<file path="config.mk">
export PLATFORM = sky130hd
export DESIGN_NAME = sid_dac_rx
export DESIGN_NICKNAME = d
export VERILOG_FILES = /design/src/rtl/sid_dac_rx.sv
export SDC_FILE = /design/constraint.sdc
export NUM_CORES = 1
export LEC_CHECK = 0
export CORE_MARGIN = 5
export CORE_UTILIZATION = 50
export CTS_CLUSTER_DIAMETER = 100
export DETAILED_ROUTE_END_ITERATION = 10
export PLACE_DENSITY = 0.84
export SLEW_MARGIN = 20
export SYNTH_ARGS = -nofsm -noshare
export SYNTH_HDL_FRONTEND = slang
export SYNTH_SLANG_ARGS = --single-unit
</file>
<file path="constraint.sdc">
create_clock -name clk -period 2.2 [get_ports clk]
set_clock_uncertainty 0.05 [all_clocks]
set_input_delay 0.44 -clock clk [delete_from_list [all_inputs] [get_ports clk]]
set_output_delay 0.44 -clock clk [all_outputs]
set_load 0.02 [all_outputs]
</file>
<file path="src/rtl/sid_dac_rx.sv">
// sid_dac_rx: receive end of the SID dual serial-DAC link.
// Oversamples DAC_clk/dat_1/dat_2/leb/csb in the clk domain, deserialises
// both data lines and presents the 12-bit channel samples on a leb falling
// edge, with a one-cycle sample_valid strobe.
// Optional build macro: DAC_RX_CFG_CHECK_EN (require config nibble == CFG_EXPECT
// on both channels for a frame to be accepted).
module sid_dac_rx #(
   parameter int unsigned SYNC_STAGES = 2,
   parameter int unsigned FRAME_BITS  = 16,
   parameter logic [3:0]  CFG_EXPECT  = 4'b0011
) (
   input  logic        clk,
   input  logic        rst_n,
   input  logic        dac_clk_in,
   input  logic        dac_dat_1_in,
   input  logic        dac_dat_2_in,
   input  logic        dac_leb_in,
   input  logic        dac_csb_in,
   output logic [11:0] sample_1,
   output logic [11:0] sample_2,
   output logic        sample_valid,
   output logic        frame_err,
   output logic        overrun
);

   localparam int unsigned CNT_W = $clog2(FRAME_BITS + 2);
   localparam logic [CNT_W-1:0] CNT_FULL = CNT_W'(FRAME_BITS);
   localparam logic [CNT_W-1:0] CNT_SAT  = CNT_W'(FRAME_BITS + 1);

   // Line positions inside the packed synchroniser vectors
   localparam int unsigned L_CLK = 0;
   localparam int unsigned L_D1  = 1;
   localparam int unsigned L_D2  = 2;
   localparam int unsigned L_LEB = 3;
   localparam int unsigned L_CSB = 4;

   typedef enum logic {
      ST_IDLE,
      ST_SHIFT
   } state_t;

   logic [4:0]            pins;
   logic [4:0]            sync_q [SYNC_STAGES];
   logic [4:0]            prev_q;
   logic                  clk_rise;
   logic                  csb_fall;
   logic                  csb_rise;
   logic                  leb_fall;
   logic                  dat_1_q;
   logic                  dat_2_q;

   state_t                state_q;
   logic [FRAME_BITS-1:0] shift_1_q;
   logic [FRAME_BITS-1:0] shift_2_q;
   logic [CNT_W-1:0]      cnt_q;
   logic [11:0]           pend_1_q;
   logic [11:0]           pend_2_q;
   logic                  pend_vld_q;

   logic [FRAME_BITS-1:0] shift_1_n;
   logic [FRAME_BITS-1:0] shift_2_n;
   logic [CNT_W-1:0]      cnt_n;
   logic                  cfg_ok;
   logic                  frame_ok;
   logic                  commit;
   logic                  latch;

   assign pins = {dac_csb_in, dac_leb_in, dac_dat_2_in, dac_dat_1_in, dac_clk_in};

   // Synchronise all link lines, keep one delayed copy and register edge pulses
   // (data is registered alongside so it stays aligned with clk_rise)
   always_ff @(posedge clk or negedge rst_n) begin
      if (!rst_n) begin
         for (int unsigned i = 0; i < SYNC_STAGES; i++) begin
            sync_q[i] <= '0;
         end
         prev_q   <= '0;
         clk_rise <= 1'b0;
         csb_fall <= 1'b0;
         csb_rise <= 1'b0;
         leb_fall <= 1'b0;
         dat_1_q  <= 1'b0;
         dat_2_q  <= 1'b0;
      end else begin
         sync_q[0] <= pins;
         for (int unsigned i = 1; i < SYNC_STAGES; i++) begin
            sync_q[i] <= sync_q[i-1];
         end
         prev_q   <= sync_q[SYNC_STAGES-1];
         clk_rise <=  sync_q[SYNC_STAGES-1][L_CLK] & ~prev_q[L_CLK];
         csb_fall <= ~sync_q[SYNC_STAGES-1][L_CSB] &  prev_q[L_CSB];
         csb_rise <=  sync_q[SYNC_STAGES-1][L_CSB] & ~prev_q[L_CSB];
         leb_fall <= ~sync_q[SYNC_STAGES-1][L_LEB] &  prev_q[L_LEB];
         dat_1_q  <= sync_q[SYNC_STAGES-1][L_D1];
         dat_2_q  <= sync_q[SYNC_STAGES-1][L_D2];
      end
   end

   // Post-shift view of the frame so a same-cycle clk/csb rise counts the last bit
   always_comb begin
      shift_1_n = shift_1_q;
      shift_2_n = shift_2_q;
      cnt_n     = cnt_q;
      if (clk_rise) begin
         shift_1_n = FRAME_BITS'({shift_1_q, dat_1_q});
         shift_2_n = FRAME_BITS'({shift_2_q, dat_2_q});
         if (cnt_q != CNT_SAT) begin
            cnt_n = cnt_q + 1'b1;
         end
      end
`ifdef DAC_RX_CFG_CHECK_EN
      cfg_ok = (shift_1_n[FRAME_BITS-1 -: 4] == CFG_EXPECT) &&
               (shift_2_n[FRAME_BITS-1 -: 4] == CFG_EXPECT);
`else
      cfg_ok = 1'b1;
`endif
      frame_ok = (cnt_n == CNT_FULL) && cfg_ok;
      commit   = (state_q == ST_SHIFT) && csb_rise && frame_ok;
      latch    = leb_fall && pend_vld_q;
   end

   // Frame FSM, pending buffer and registered outputs
   always_ff @(posedge clk or negedge rst_n) begin
      if (!rst_n) begin
         state_q      <= ST_IDLE;
         shift_1_q    <= '0;
         shift_2_q    <= '0;
         cnt_q        <= '0;
         pend_1_q     <= '0;
         pend_2_q     <= '0;
         pend_vld_q   <= 1'b0;
         sample_1     <= '0;
         sample_2     <= '0;
         sample_valid <= 1'b0;
         frame_err    <= 1'b0;
         overrun      <= 1'b0;
      end else begin
         sample_valid <= 1'b0;
         frame_err    <= 1'b0;
         overrun      <= 1'b0;

         case (state_q)
            ST_IDLE: begin
               if (csb_fall) begin
                  state_q <= ST_SHIFT;
                  cnt_q   <= '0;
               end
            end
            ST_SHIFT: begin
               shift_1_q <= shift_1_n;
               shift_2_q <= shift_2_n;
               cnt_q     <= cnt_n;
               if (csb_rise) begin
                  state_q <= ST_IDLE;
                  if (frame_ok) begin
                     pend_1_q <= shift_1_n[11:0];
                     pend_2_q <= shift_2_n[11:0];
                     overrun  <= pend_vld_q && !leb_fall;
                  end else begin
                     frame_err <= 1'b1;
                  end
               end
            end
            default: state_q <= ST_IDLE;
         endcase

         // A latch in the commit cycle still takes the old pending value
         if (latch) begin
            sample_1     <= pend_1_q;
            sample_2     <= pend_2_q;
            sample_valid <= 1'b1;
         end

         if (commit) begin
            pend_vld_q <= 1'b1;
         end else if (latch) begin
            pend_vld_q <= 1'b0;
         end
      end
   end

endmodule

</file>
==> flow_summary.yaml <==
route:
  firstDrtPassIters: 4
  drt_iter0_drc: 80
  drc_errors: 0
  num_vias: 2129
  ant_nets: 0
  routed_via_density: 5.19
  wl_per_cell_um: 15.1
  wl_um: 6200
synthesis:
  synth_top_cell_by_area: "dfrtp_1"
  syn_nets: 269
  synth.cell_area_um2: 4060
  syn_inst: 260
  synth_top_area_share_pct: 62.2
  yosys.cell_types.count: 29
  yosysSeqAreaShare_pct: 62.2
  ys_top_cells_by_area: "dfrtp_1 (62%), mux2_2 (21%), mux2_4 (7.0%), nand2_1 (1.2%), o21ai_0 (0.74%)"
  yosys_warnings: 0
  synth_seq_cells: 101
  syn_avg_cell_area_um2: 15.6
timing:
  max_slew.worst_pin.slew_ns: 0.532
  layout_setup_ws_ns: 0.0931
  slew_headroom_pct: 64.6
  finalHoldViolCount: 0
  final.period_utilization_pct: 95.8
  setup_viol: 0
  maxSlewViolCount: 0
  tns_ns: 0
  max_freq_mhz: 475
  fin_crit_ns: 2.11
status:
  status: "completed"
place:
  hpwl_um: 3990
  routabilityCongestion: 0.928
  io_buffers: 33
  preCtsSetupSlack_ns: 0.0384
  dp.cells: 393
global_route:
  grt_start_max_net_pins: 44
  grt_usage_pct: 13.5
  antenna_found_initial: 0
  top_usage_layer: "met2"
  grt_pass1_wl_um: 10700
  met3_usage_pct: 2.50
  grt-ovfl-total: 0
  met2_usage_pct: 21.2
  grt_use_met1_pct: 17.9
  grt_pass1_vias: 2248
cts:
  clkSinkCount: 101
  cts_root_buffer: "clkbuf_8"
  clock_path_buffers: 2
  cts_hold_buf: 0
  clkTransAtPathRegs_ns: 0.09
  insertion_delay_ns: 0.36
  tritoncts: "built"
  cts_buffers: 9
  htree_levels: 3
job:
  maxCapViolCount: 0
setup_path:
  crit_arrival_ns: 2.30
  critPathLaunchType: "register"
  path_max_fanout: 15
  cp.required_ns: 2.39
  critPathKind: "reg2reg"
  end_kind: "register"
die:
  io_pins: 34
  start_util_pct: 52.1
  die_area_um2: 10000
  die_x_um: 100
  die_y_um: 100
  row_count: 32
  fp.coreArea_um2: 7810
layout:
  drive_above_1_share_pct: 40.3
  antennaDiodeCount: 0
  fillCellCount: 596
  area_growth_pct: 18.1
  final_cells: 410
  finalNetCount: 312
power_and_ir_drop:
  total_power_uw: 4220
  cellPowerDensity_nw_per_um2: 879
  leakage_uw: 0.00235
  max-vdd-ir-drop_mv: 0.381
min_path:
  hold_path_class: "in2async"
-- per-layer routing --
| metal | vias up | part of all wire, % |
|---|---|---|
| met5 | - | 0 |
| met4 | 0 | 2.1 |
| met3 | 11 | 3.4 |
| met2 | 55 | 47 |
| met1 | 1059 | 47 |
| li1 | 1004 | - |
-- state kept, by name (all words and copies together) (netlist names), 5 cells and up --
register,flops
cnt_q,5
pend_1_q,12
pend_2_q,12
prev_q,5
sample_1,12
sample_2,12
shift_1_q,12
shift_2_q,12
sync_q,10
-- cells by family after synthesis --
| logic type | synth area share (%) |
|---|---|
| XOR/XNOR | 0.647 |
| multiplexers | 28.6 |
| AO/OA/AOI/OAI | 2.52 |
| flip-flops | 62.2 |
| buffers and inverters | 1.79 |
| AND/OR/NAND/NOR | 3.63 |
| adder cells (fa/ha/maj) | 0.616 |
-- cell usage after synthesis --
master / n
o21a_1: 1
ha_1: 2
a32o_2: 1
nor2_1: 2
o21ai_0: 6
mux2i_1: 1
nor2b_1: 4
nor3_1: 1
inv_1: 3
buf_1: 2
nand4_1: 2
mux2_2: 77
clkbuf_1: 5
mux2_4: 19
nand4b_4: 1
buf_2: 1
nand3_1: 1
nand2_1: 13
o2111ai_1: 1
dfrtp_1: 101
buf_6: 2
a211o_1: 1
a21oi_1: 3
xnor2_1: 3
o22ai_1: 1
a21boi_0: 2
nand2b_1: 2
nand3b_1: 1
buf_4: 1
-- through the flow --
| step | util [%] | cell area [µm²] | hold WS [ns] |
|---|---|---|---|
| after detailed placement | 58.3 | 4550 | 0.285 |
| after CTS | 61.3 | 4790 | 0.00907 |
| after global placement | 58.3 | 4550 | 0.283 |
| final | 61.5 | 4800 | 0.00472 |
| after global routing | 61.5 | 4800 | 0.0284 |
| after floorplan | - | 4060 | 0.0944 |
-- final cells by class --
class                           instances  area (µm²)  area share [%]
Clock buffer                           11         131            2.74
Clock inverter                          5         106            2.22
Inverter                                3        11.3           0.235
Multi-Input combinational cell        145        1460            30.5
Sequential cell                       101        2530            52.7
Tap cell                              102         128            2.66
Timing Repair Buffer                   43         432            8.99
-- final timing paths --
path / from / end / slack, ns / cells after the start
setup reg to reg: cnt_q[1] / pend_2_q[11] / 0.09 / 8
min in group clk: sync_q[8] / sync_q[3] / 0.30 / 0
max in group asynchronous: rst_n / shift_2_q[9] / 1.46 / 2
hold / removal: rst_n / sync_q[5] / 0.005 / 1
hold reg to reg: sync_q[8] / sync_q[3] / 0.30 / 0
setup / recovery: cnt_q[1] / pend_2_q[11] / 0.09 / 8
-- what timing repair did --
item | CTS | global route
endpoints found under the setup margin | 0 | 24
gates resized for setup | 0 | 2
buffers inserted | 0 | 1
-- power by group --
part	internal, µW	switching, µW	total, µW
Sequential	2070	208	2280
Combinational	355	218	572
Clock	761	608	1370
-- critical path, stage by stage, from the launching register on --
cell	delay, ns
dfrtp_2	0.45
inv_1	0.07
ha_1	0.15
nand3b_1	0.13
o21a_1	0.22
a32o_2	0.30
nand4b_4	0.11
buf_12	0.17
mux2_2	0.34
-- cells in the final DEF, fill, tap and decap left out, types with 3 or more instances in the layout --
cell type,instances
a21oi_1,3
bufinv_16,3
clkdlybuf4s50_1,32
buf_4,8
nand2_1,13
xnor2_1,3
clkbuf_8,9
inv_1,3
mux2_2,77
dfrtp_1,100
nor2b_1,4
mux2_4,19
o21ai_0,6
Note: power is estimated with default switching activity, not from simulation.
